<file path="src/rtl/pong_game_ctrl_pkg.sv">
// Shared pong definitions: game state encodings, screen geometry, score format
// and the BCD increment used by the score counter.
package pong_game_ctrl_pkg;

  localparam logic [1:0] ST_NEWGAME = 2'b00;
  localparam logic [1:0] ST_PLAY    = 2'b01;
  localparam logic [1:0] ST_NEWBALL = 2'b10;
  localparam logic [1:0] ST_OVER    = 2'b11;

  localparam int MAX_X     = 640;
  localparam int MAX_Y     = 480;
  localparam int REFR_LINE = 481;
  localparam int BCD_W     = 4;
  localparam int TIMER_W   = 7;

  typedef struct packed {
    logic [BCD_W-1:0] d1;
    logic [BCD_W-1:0] d0;
  } score_t;

  // Two-digit BCD increment; 99 wraps to 00 with no carry out.
  function automatic score_t bcd_inc(input score_t s);
    score_t r;
    r = s;
    if (s.d0 == BCD_W'(9)) begin
      r.d0 = '0;
      r.d1 = (s.d1 == BCD_W'(9)) ? '0 : s.d1 + BCD_W'(1);
    end else begin
      r.d0 = s.d0 + BCD_W'(1);
    end
    return r;
  endfunction

endpackage

</file>
<file path="src/rtl/pong_game_ctrl_if.sv">
// Signal bundle between the pong game controller and the rest of the pong top
// level (sync generator, buttons, graph and text blocks).
interface pong_game_ctrl_if;
  import pong_game_ctrl_pkg::*;

  logic [9:0]       pix_x;
  logic [9:0]       pix_y;
  logic [1:0]       btn;
  logic             hit;
  logic             miss;
  logic             gra_still;
  logic [1:0]       game_state;
  logic [BCD_W-1:0] score_d1;
  logic [BCD_W-1:0] score_d0;
  logic [1:0]       balls_left;
  logic             timer_up;

  modport master (
    output pix_x, pix_y, btn, hit, miss,
    input  gra_still, game_state, score_d1, score_d0, balls_left, timer_up
  );

  modport slave (
    input  pix_x, pix_y, btn, hit, miss,
    output gra_still, game_state, score_d1, score_d0, balls_left, timer_up
  );

endinterface

</file>
<file path="src/rtl/pong_frame_timer.sv">
// Frame-rate pause timer: one refresh tick per frame, and a loadable 7-bit
// down counter that stops at zero.
module pong_frame_timer
  import pong_game_ctrl_pkg::*;
#(
  parameter int TIMER_TICKS = 120,
  parameter int REFR_LINE   = pong_game_ctrl_pkg::REFR_LINE
) (
  input  logic       clk,
  input  logic       reset,
  input  logic [9:0] pix_x,
  input  logic [9:0] pix_y,
  input  logic       load,
  output logic       timer_up
);

  logic [TIMER_W-1:0] count_q;
  logic [TIMER_W-1:0] count_d;
  logic               refr_tick;

  assign refr_tick = (pix_y == 10'(REFR_LINE)) && (pix_x == 10'd0);

  // A load takes priority over a decrement landing on the same cycle.
  always_comb begin
    count_d = count_q;
    if (load) begin
      count_d = TIMER_W'(TIMER_TICKS);
    end else if (refr_tick && (count_q != '0)) begin
      count_d = count_q - TIMER_W'(1);
    end
  end

  always_ff @(posedge clk) begin
    if (reset) begin
      count_q <= '0;
    end else begin
      count_q <= count_d;
    end
  end

  assign timer_up = (count_q == '0);

endmodule

</file>
<file path="src/rtl/pong_game_ctrl.sv">
// Pong game sequencer: new game / play / new ball / game over, hit/miss edge
// detection, BCD score and remaining-ball count.
module pong_game_ctrl
  import pong_game_ctrl_pkg::*;
#(
  parameter int NUM_BALLS   = 3,
  parameter int TIMER_TICKS = 120,
  parameter int REFR_LINE   = pong_game_ctrl_pkg::REFR_LINE
) (
  input logic              clk,
  input logic              reset,
  pong_game_ctrl_if.slave  bus
);

  logic [1:0] state_q, state_d;
  score_t     score_q, score_d;
  logic [1:0] balls_q, balls_d;
  logic       hit_q, hit_d;
  logic       miss_q, miss_d;
  logic       hit_p, miss_p;
  logic       btn_any;
  logic       timer_load;
  logic       timer_up;

  // The graph block holds hit/miss for many cycles; only the first cycle counts.
  assign hit_d   = bus.hit;
  assign miss_d  = bus.miss;
  assign hit_p   = bus.hit & ~hit_q;
  assign miss_p  = bus.miss & ~miss_q;
  assign btn_any = (bus.btn != 2'b00);

  always_comb begin
    state_d    = state_q;
    score_d    = score_q;
    balls_d    = balls_q;
    timer_load = 1'b0;
    case (state_q)
      ST_NEWGAME: begin
        score_d = '0;
        balls_d = 2'(NUM_BALLS);
        if (btn_any) begin
          state_d = ST_PLAY;
          balls_d = 2'(NUM_BALLS - 1);
        end
      end
      ST_PLAY: begin
        if (hit_p) begin
          score_d = bcd_inc(score_q);
        end else if (miss_p) begin
          timer_load = 1'b1;
          if (balls_q == 2'd0) begin
            state_d = ST_OVER;
          end else begin
            state_d = ST_NEWBALL;
            balls_d = balls_q - 2'd1;
          end
        end
      end
      ST_NEWBALL: begin
        if (timer_up && btn_any) begin
          state_d = ST_PLAY;
        end
      end
      default: begin
        // Score stays visible through the game-over pause.
        if (timer_up) begin
          state_d = ST_NEWGAME;
        end
      end
    endcase
  end

  always_ff @(posedge clk) begin
    if (reset) begin
      state_q <= ST_NEWGAME;
      score_q <= '0;
      balls_q <= 2'(NUM_BALLS);
      hit_q   <= 1'b0;
      miss_q  <= 1'b0;
    end else begin
      state_q <= state_d;
      score_q <= score_d;
      balls_q <= balls_d;
      hit_q   <= hit_d;
      miss_q  <= miss_d;
    end
  end

  pong_frame_timer #(
    .TIMER_TICKS (TIMER_TICKS),
    .REFR_LINE   (REFR_LINE)
  ) u_timer (
    .clk      (clk),
    .reset    (reset),
    .pix_x    (bus.pix_x),
    .pix_y    (bus.pix_y),
    .load     (timer_load),
    .timer_up (timer_up)
  );

  assign bus.gra_still  = (state_q != ST_PLAY);
  assign bus.game_state = state_q;
  assign bus.score_d1   = score_q.d1;
  assign bus.score_d0   = score_q.d0;
  assign bus.balls_left = balls_q;
  assign bus.timer_up   = timer_up;

endmodule

</file>
<file path="src/flat_wrapper.sv">
// flat-port wrapper written by rule: the top's interface ports become plain ports
module pong_game_ctrl_flat import pong_game_ctrl_pkg::*;
#(
  parameter int NUM_BALLS   = 3,
  parameter int TIMER_TICKS = 120,
  parameter int REFR_LINE   = pong_game_ctrl_pkg::REFR_LINE
)
  (clk, reset, bus_pix_x, bus_pix_y, bus_btn, bus_hit, bus_miss, bus_gra_still, bus_game_state, bus_score_d1, bus_score_d0, bus_balls_left, bus_timer_up);
  pong_game_ctrl_if bus_i ();
  input logic clk;
  input logic reset;
  input wire logic [$bits(bus_i.pix_x)-1:0] bus_pix_x;
  input wire logic [$bits(bus_i.pix_y)-1:0] bus_pix_y;
  input wire logic [$bits(bus_i.btn)-1:0] bus_btn;
  input wire logic [$bits(bus_i.hit)-1:0] bus_hit;
  input wire logic [$bits(bus_i.miss)-1:0] bus_miss;
  output wire logic [$bits(bus_i.gra_still)-1:0] bus_gra_still;
  output wire logic [$bits(bus_i.game_state)-1:0] bus_game_state;
  output wire logic [$bits(bus_i.score_d1)-1:0] bus_score_d1;
  output wire logic [$bits(bus_i.score_d0)-1:0] bus_score_d0;
  output wire logic [$bits(bus_i.balls_left)-1:0] bus_balls_left;
  output wire logic [$bits(bus_i.timer_up)-1:0] bus_timer_up;
  assign bus_i.pix_x = bus_pix_x;
  assign bus_i.pix_y = bus_pix_y;
  assign bus_i.btn = bus_btn;
  assign bus_i.hit = bus_hit;
  assign bus_i.miss = bus_miss;
  assign bus_gra_still = bus_i.gra_still;
  assign bus_game_state = bus_i.game_state;
  assign bus_score_d1 = bus_i.score_d1;
  assign bus_score_d0 = bus_i.score_d0;
  assign bus_balls_left = bus_i.balls_left;
  assign bus_timer_up = bus_i.timer_up;
  pong_game_ctrl #(.NUM_BALLS(NUM_BALLS), .TIMER_TICKS(TIMER_TICKS), .REFR_LINE(REFR_LINE)) u_core (.clk(clk), .reset(reset), .bus(bus_i));
endmodule
</file>
<file path="config.mk">
export PLATFORM = sky130hd
export DESIGN_NAME = pong_game_ctrl_flat
export DESIGN_NICKNAME = d
export VERILOG_FILES = /design/src/rtl/pong_game_ctrl_pkg.sv /design/src/rtl/pong_game_ctrl_if.sv /design/src/rtl/pong_frame_timer.sv /design/src/rtl/pong_game_ctrl.sv /design/src/flat_wrapper.sv
export SDC_FILE = /design/constraint.sdc
export NUM_CORES = 1
export LEC_CHECK = 0
export CAP_MARGIN = 20
export CORE_MARGIN = 2
export CORE_UTILIZATION = 34
export CTS_CLUSTER_DIAMETER = 60
export DETAILED_ROUTE_END_ITERATION = 6
export GPL_ROUTABILITY_DRIVEN = 0
export GPL_TIMING_DRIVEN = 0
export HOLD_SLACK_MARGIN = 0.08
export PLACE_DENSITY_LB_ADDON = 0.08
export SETUP_SLACK_MARGIN = 0.5
export SLEW_MARGIN = 15
export SYNTH_ARGS = -nofsm -noshare
export SYNTH_HDL_FRONTEND = slang
export SYNTH_SLANG_ARGS = --single-unit
</file>
<file path="constraint.sdc">
create_clock -name clk -period 2.43 [get_ports clk]
set_clock_uncertainty 0.2 [all_clocks]
set_input_delay 0.486 -clock clk [delete_from_list [all_inputs] [get_ports clk]]
set_output_delay 0.486 -clock clk [all_outputs]
set_load 0.05 [all_outputs]
</file>
==> summary.txt, run 1 <==
Post-DRT Antenna Nets: 0
Dpl cells: 238
Met1 usage: 19.1%
Worst path top cell family by delay: simple AND/OR/NAND/NOR gates
Status: complete, no violations
CP bufs+invs: 2
Synth Area in Compound Gates: 22.4%
Setup CP Type: reg -> out
Final hold vios: 0
Worst setup EP type: output pin
Met2 GRT Util: 32.1%
Sequential fraction of the synthesis area: 32.3%
Synthesized cell area: 1300 sq um
First-pass GRT wire length: 5870 um
Arrival @ worst endpoint: 1.33 ns
Fillers: 349
Maxcap violations: 0
Pre-CTS setup slack: -0.128 ns
GRT Overall Usage: 17.2%
Fin crit share: 83.0%
Routed WL per cell: 14.5 um
Synthesis Warnings: 0
Largest family of logic cells by synthesized area: simple AND/OR/NAND/NOR gates
CTS Sinks: 21
Placed inst area: 1760 sq um
Global route overflow: 0
Pwr Density: 448 nW/um^2
Reg-to-Reg Start: u_core.u_timer.count_q[4]
Syn Nets: 184
Hold Path Class: reg -> reg
Yosys reg bits: 21
Drt initial violations: 55
# rows: 22
Most frequent cells in the layout: a21oi_1 (15), dlygate4sd2_1 (15), buf_4 (14)
Post-layout util: 54.0%
Min-delay src: u_core.u_timer.count_q[1]
H-Tree Depth: 1
Die H: 65.9 um
PortBufs: 39
Share of the synthesized area in the top cell type: 32.3%
Clock Latency Late Sink: 0.27 ns
Number of diodes: 0
Final setup fails: 0
Syn-to-layout area delta: 51.7%
DRT Pass-1 Iters: 4
Leading area contributor after synthesis: dfxtp_1
CP required: 1.74 ns
Vias post-DR: 1,395
Crit path max fanout: 6
Average cell area after synthesis: 8.63 sq um
Mux cell area share after synthesis: 0%
Chip width: 65.9 um
Max Root-Sink Buffers: 2
Worst hold margin: 0.300 ns
Adder-cell share of the synthesized area: 6.72%
Synth area leaders: dfxtp_1 (32%), ha_1 (6.7%), a21oi_1 (5.8%)
Core area: 3660 sq um
XOR/XNOR Fraction of Synth Area: 0%
Largest net degree at the start of global routing: 14
Initial Util: 35.6%
Setup ws final: 0.413 ns
Met3 usage: 3.92%
DP HPWL: 2540 um
VDD IR-drop max: 0.000280 V
Synth cell types: 42
CTS root buf: clkbuf_8
Slowest stage delay, CP: 0.37 ns
RSZ-0062 raised after global routing: true
Critical Path Source Type: register
Clk pin slew, worst setup/hold paths: 0.09 ns
Slew @ Worst Pin: 0.538 ns
Slew Viols, Final: 0
Vias in the first global route: 1,342
Grt peak-use layer: met2
# DRC: 0
Die ar.: 4340 sq um
Leakage: 0.810 nW
Ports: 40
CTS tree: yes
Non-filler cells, final: 257
Design Power: 0.885 mW
Total Nets Final: 243
Slowest cell on crit path: dfxtp_2
Simple-Gate Fraction of Synth Area: 33.4%
Routed WL: 3730 um
Hold-fix buffers at CTS: 0
CTS buffer count: 3
Crit path launch: u_core.u_timer.count_q[3]
Max frequency: 0.496 GHz
Post-Syn Instances: 151
Initial antenna violation count: 0
Crit-path cells: nor4_4, nand3_2, inv_2, buf_8
Rel. slew slack: 64.0%
Vias/cell: 5.43
Final Critical Period: 2.02 ns
Setup TNS: 0 ns
Finished Cell Area: 1980 sq um
Share of layout cells above drive strength 1: 34.0%
## power by group
group          internal [mW]  switching [mW]
registers              0.358          0.0201
logic                  0.113           0.147
clock network          0.116           0.131
## routing by layer
layer / up-vias / share of wire [%]
met5: - / 0
met4: 0 / 1.2
met3: 7 / 3.6
met2: 32 / 54
met1: 667 / 41
li1: 689 / -
## repair_timing
action	in CTS	in global routing
gates resized for setup	90	33
gates cloned	1	0
setup endpoints to repair	32	26
pin swaps	16	14
setup buffers	10	4
## state kept, by name (all words and copies together) (netlist names)
register	count
u_core.u_timer.count_q	7
u_core.bus.score_d1	4
u_core.hit_q	1
u_core.bus.game_state	2
u_core.bus.balls_left	2
u_core.bus.score_d0	4
u_core.miss_q	1
## synth_stat cells
| master | count |
|---|---|
| nor4_4 | 3 |
| or4_1 | 3 |
| o21a_1 | 1 |
| o32a_1 | 2 |
| and4b_1 | 1 |
| nand4b_1 | 4 |
| nand3_1 | 3 |
| o31ai_1 | 3 |
| buf_6 | 1 |
| clkbuf_1 | 4 |
| or4_4 | 1 |
| and3b_1 | 1 |
| or3_2 | 1 |
| nand2_1 | 4 |
| a311oi_1 | 1 |
| nor2b_1 | 4 |
| nor2_1 | 10 |
| nand2b_1 | 5 |
| nor3_1 | 5 |
| inv_1 | 11 |
| a31o_2 | 1 |
| o311a_1 | 2 |
| a211o_1 | 2 |
| o211a_1 | 1 |
| and4bb_2 | 1 |
| o211ai_2 | 1 |
| nand3_2 | 1 |
| o311ai_0 | 1 |
| o21ai_0 | 8 |
| a211oi_1 | 1 |
| nor3b_1 | 1 |
| or3_1 | 4 |
| a21oi_1 | 15 |
| ha_1 | 7 |
| a2bb2oi_1 | 1 |
| a31oi_1 | 3 |
| nor4_1 | 4 |
| or4b_1 | 1 |
| nand4_1 | 4 |
| o21ai_1 | 1 |
| dfxtp_1 | 21 |
| and3_1 | 2 |
## final cells by class
class / instances / area, sq um / area share, %
clock inverter: 1 / 7.51 / 0.380
buffer: 5 / 38.8 / 1.96
sequential: 21 / 438 / 22.2
timing repair buffer: 54 / 429 / 21.7
clock buffer: 3 / 41.3 / 2.09
tap: 48 / 60.1 / 3.04
multi-input combinational: 114 / 920 / 46.5
inverter: 11 / 41.3 / 2.09
## worst register-to-register path, stage by stage (launching register included)
cell and delay, ns:
dfxtp_4 0.37, or4_4 0.57, o211ai_4 0.23, buf_6 0.13
nor2_1 0.05, o311a_1 0.29
## logic make-up (layout without fill, tap and decap cells)
family          Yosys count  in the layout
simple gates             63             63
compound gates           44             44
flops                    21             21
buf+inv                  16             74
fa+ha+maj                 7              7
## path summary, 6_finish.rpt
kind / endpoint / slack, ns / cells after the start
max: bus_timer_up / 0.41 / 4
max reg2reg: u_core.u_timer.count_q[6] / 0.48 / 5
min: u_core.u_timer.count_q[1] / 0.30 / 2
min reg2reg: u_core.u_timer.count_q[1] / 0.30 / 2
(Power assumes the default switching activity.)
==> run 2, diff against run 1 <==
==> constraint.sdc (replaced) <==
create_clock -name clk -period 1.68 [get_ports clk]
set_clock_uncertainty 0.2 [all_clocks]
set_input_delay 0.336 -clock clk [delete_from_list [all_inputs] [get_ports clk]]
set_output_delay 0.336 -clock clk [all_outputs]
set_load 0.05 [all_outputs]
==> run 2 against run 1 <==
The run now ends with negative setup slack left. Critical path depth up 1. Sequential cell count unchanged. First-iteration DRC count up 33%. Critical path type is now reg -> reg. Largest cell class unchanged. Largest power group is now combinational logic.
==> summary.txt, run 2 (synthesized netlist as in run 1, its figures left out) <==
Leakage: 1.03 nW
Global route overflow: 0
Maxcap violations: 0
Uppermost layer routed: met3
Rel. slew slack: 76.6%
Crit-path cells: or4_4, o211ai_4, buf_6, nor2_2, o311a_1
Wire length on met3: 155 um
Non-filler cells, final: 284
Fin crit share: 114%
Top reg by flops: u_core.u_timer.count_q
H-Tree Depth: 1
GRT Overall Usage: 20.3%
M1 WL: 1930 um
Largest net degree at the start of global routing: 12
Pre-CTS setup slack: -0.712 ns
Routed WL per cell: 16.3 um
Slew Viols, Final: 0
Initial antenna violation count: 0
Worst setup EP type: register
# DRC: 0
Routed length on met2: 2540 um
Ports: 40
Final Critical Period: 1.92 ns
First-pass GRT wire length: 6960 um
CTS buffer count: 3
Pwr Density: 553 nW/um^2
RSZ-0062 raised after global routing: true
Slowest stage delay, CP: 0.56 ns
Dpl cells: 238
Chip width: 65.9 um
Design Power: 1.46 mW
VDD IR-drop max: 0.000343 V
Die H: 65.9 um
Most frequent cells in the layout: buf_4 (25), buf_6 (17), buf_8 (14), dlygate4sd2_1 (14), dfxtp_4 (10)
Vias/cell: 5.51
Arrival @ worst endpoint: 1.87 ns
# rows: 22
Hold-fix buffers at CTS: 0
PortBufs: 39
Largest register FFs: 7
Max Root-Sink Buffers: 2
Hold Path Class: in -> reg
Drt initial violations: 73
Clock Latency Late Sink: 0.26 ns
Share of layout cells above drive strength 1: 59.3%
Most common cell after layout, fill and taps aside: buf_4
Setup CP Type: reg -> reg
DP HPWL: 2460 um
Die ar.: 4340 sq um
Routed WL: 4620 um
Multi-input gate area: 1140 sq um
Number of diodes: 0
Initial Util: 35.6%
Failing checks: negative setup slack
Fillers: 257
Sequential cell area: 468 sq um
Max frequency: 0.520 GHz
Crit path max fanout: 3
CP required: 1.63 ns
Clk pin slew, worst setup/hold paths: 0.08 ns
Final hold vios: 0
Vias in the first global route: 1,539
Critical Path Source Type: register
CTS tree: yes
Slew @ Worst Pin: 0.348 ns
Setup ws final: -0.244 ns
Final setup fails: 9
Slowest cell on crit path: or4_4
CTS Sinks: 21
Core area: 3660 sq um
Syn-to-layout area delta: 103%
Status: finished, violations left
DRT Pass-1 Iters: 4
Post-DRT Antenna Nets: 0
Setup TNS: -1.60 ns
CTS root buf: clkbuf_8
Vias post-DR: 1,566
Total Nets Final: 270
run 2: cell count changes in the layout (fill, tap and decap cells not counted), sizes merged:
cell | previous run | this run
buf | 27 | 58
clkbuf | 11 | 7
clkdlybuf4s15 | 5 | 7
inv | 11 | 9
clkdlybuf4s50 | 4 | 3
clkinvlp | 1 | 2
dlygate4sd2 | 15 | 14
o21ai | 9 | 10
run 2: per-stage QoR:
step	cell area (sq um)	hold WS, ns	util, %
CTS	2460	0.218	67.1
detailed placement	1930	0.285	52.8
global route	2640	0.236	72.1
global placement	1930	0.275	52.8
finish	2640	0.232	72.1
floorplan	1480	0.257	-
run 2: where the power goes:
group	switching (mW)	internal [mW]
Clock	0.170	0.169
Combinational	0.283	0.291
Sequential	0.0325	0.513
run 2: timing repair:
item                                    4_1_cts  5_1_grt
gates resized for setup                     202       20
setup buffers                                26       14
endpoints found under the setup margin       35       35
cloned                                        2        0
pin swaps                                    26       21
run 2: routing by layer:
metal | global-route usage [%] | vias to the layer above
met5 | 0 | -
met4 | 2.86 | 0
met3 | 2.39 | 0
met2 | 38.3 | 37
met1 | 25.0 | 771
li1 | - | 758
run 2: area by class of cell:
class,count,area share [%]
plain buffers,5,2.51
repair buffers,80,30.7
multi-input cells,115,43.1
inverters,11,1.94
well taps,48,2.28
clock buffers,4,1.71
flip-flops and latches,21,17.7
run 2: worst paths after layout:
check                                 start                        end  slack, ns  depth (start not counted)
setup / recovery  u_core.u_timer.count_q[3]  u_core.u_timer.count_q[6]      -0.24                          5
hold / removal                      bus_hit               u_core.hit_q       0.23                          2
setup reg to reg  u_core.u_timer.count_q[3]  u_core.u_timer.count_q[6]      -0.24                          5
hold reg to reg   u_core.u_timer.count_q[0]  u_core.u_timer.count_q[0]       0.29                          2
run 2: worst max-delay path: cells and delay by family (launching register included):
kind                   cells  cell delay, ns
AOI/OAI and AO/OA          2            0.50
buffers and inverters      1            0.15
DFF                        1            0.36
and+or+nand+nor            2            0.60
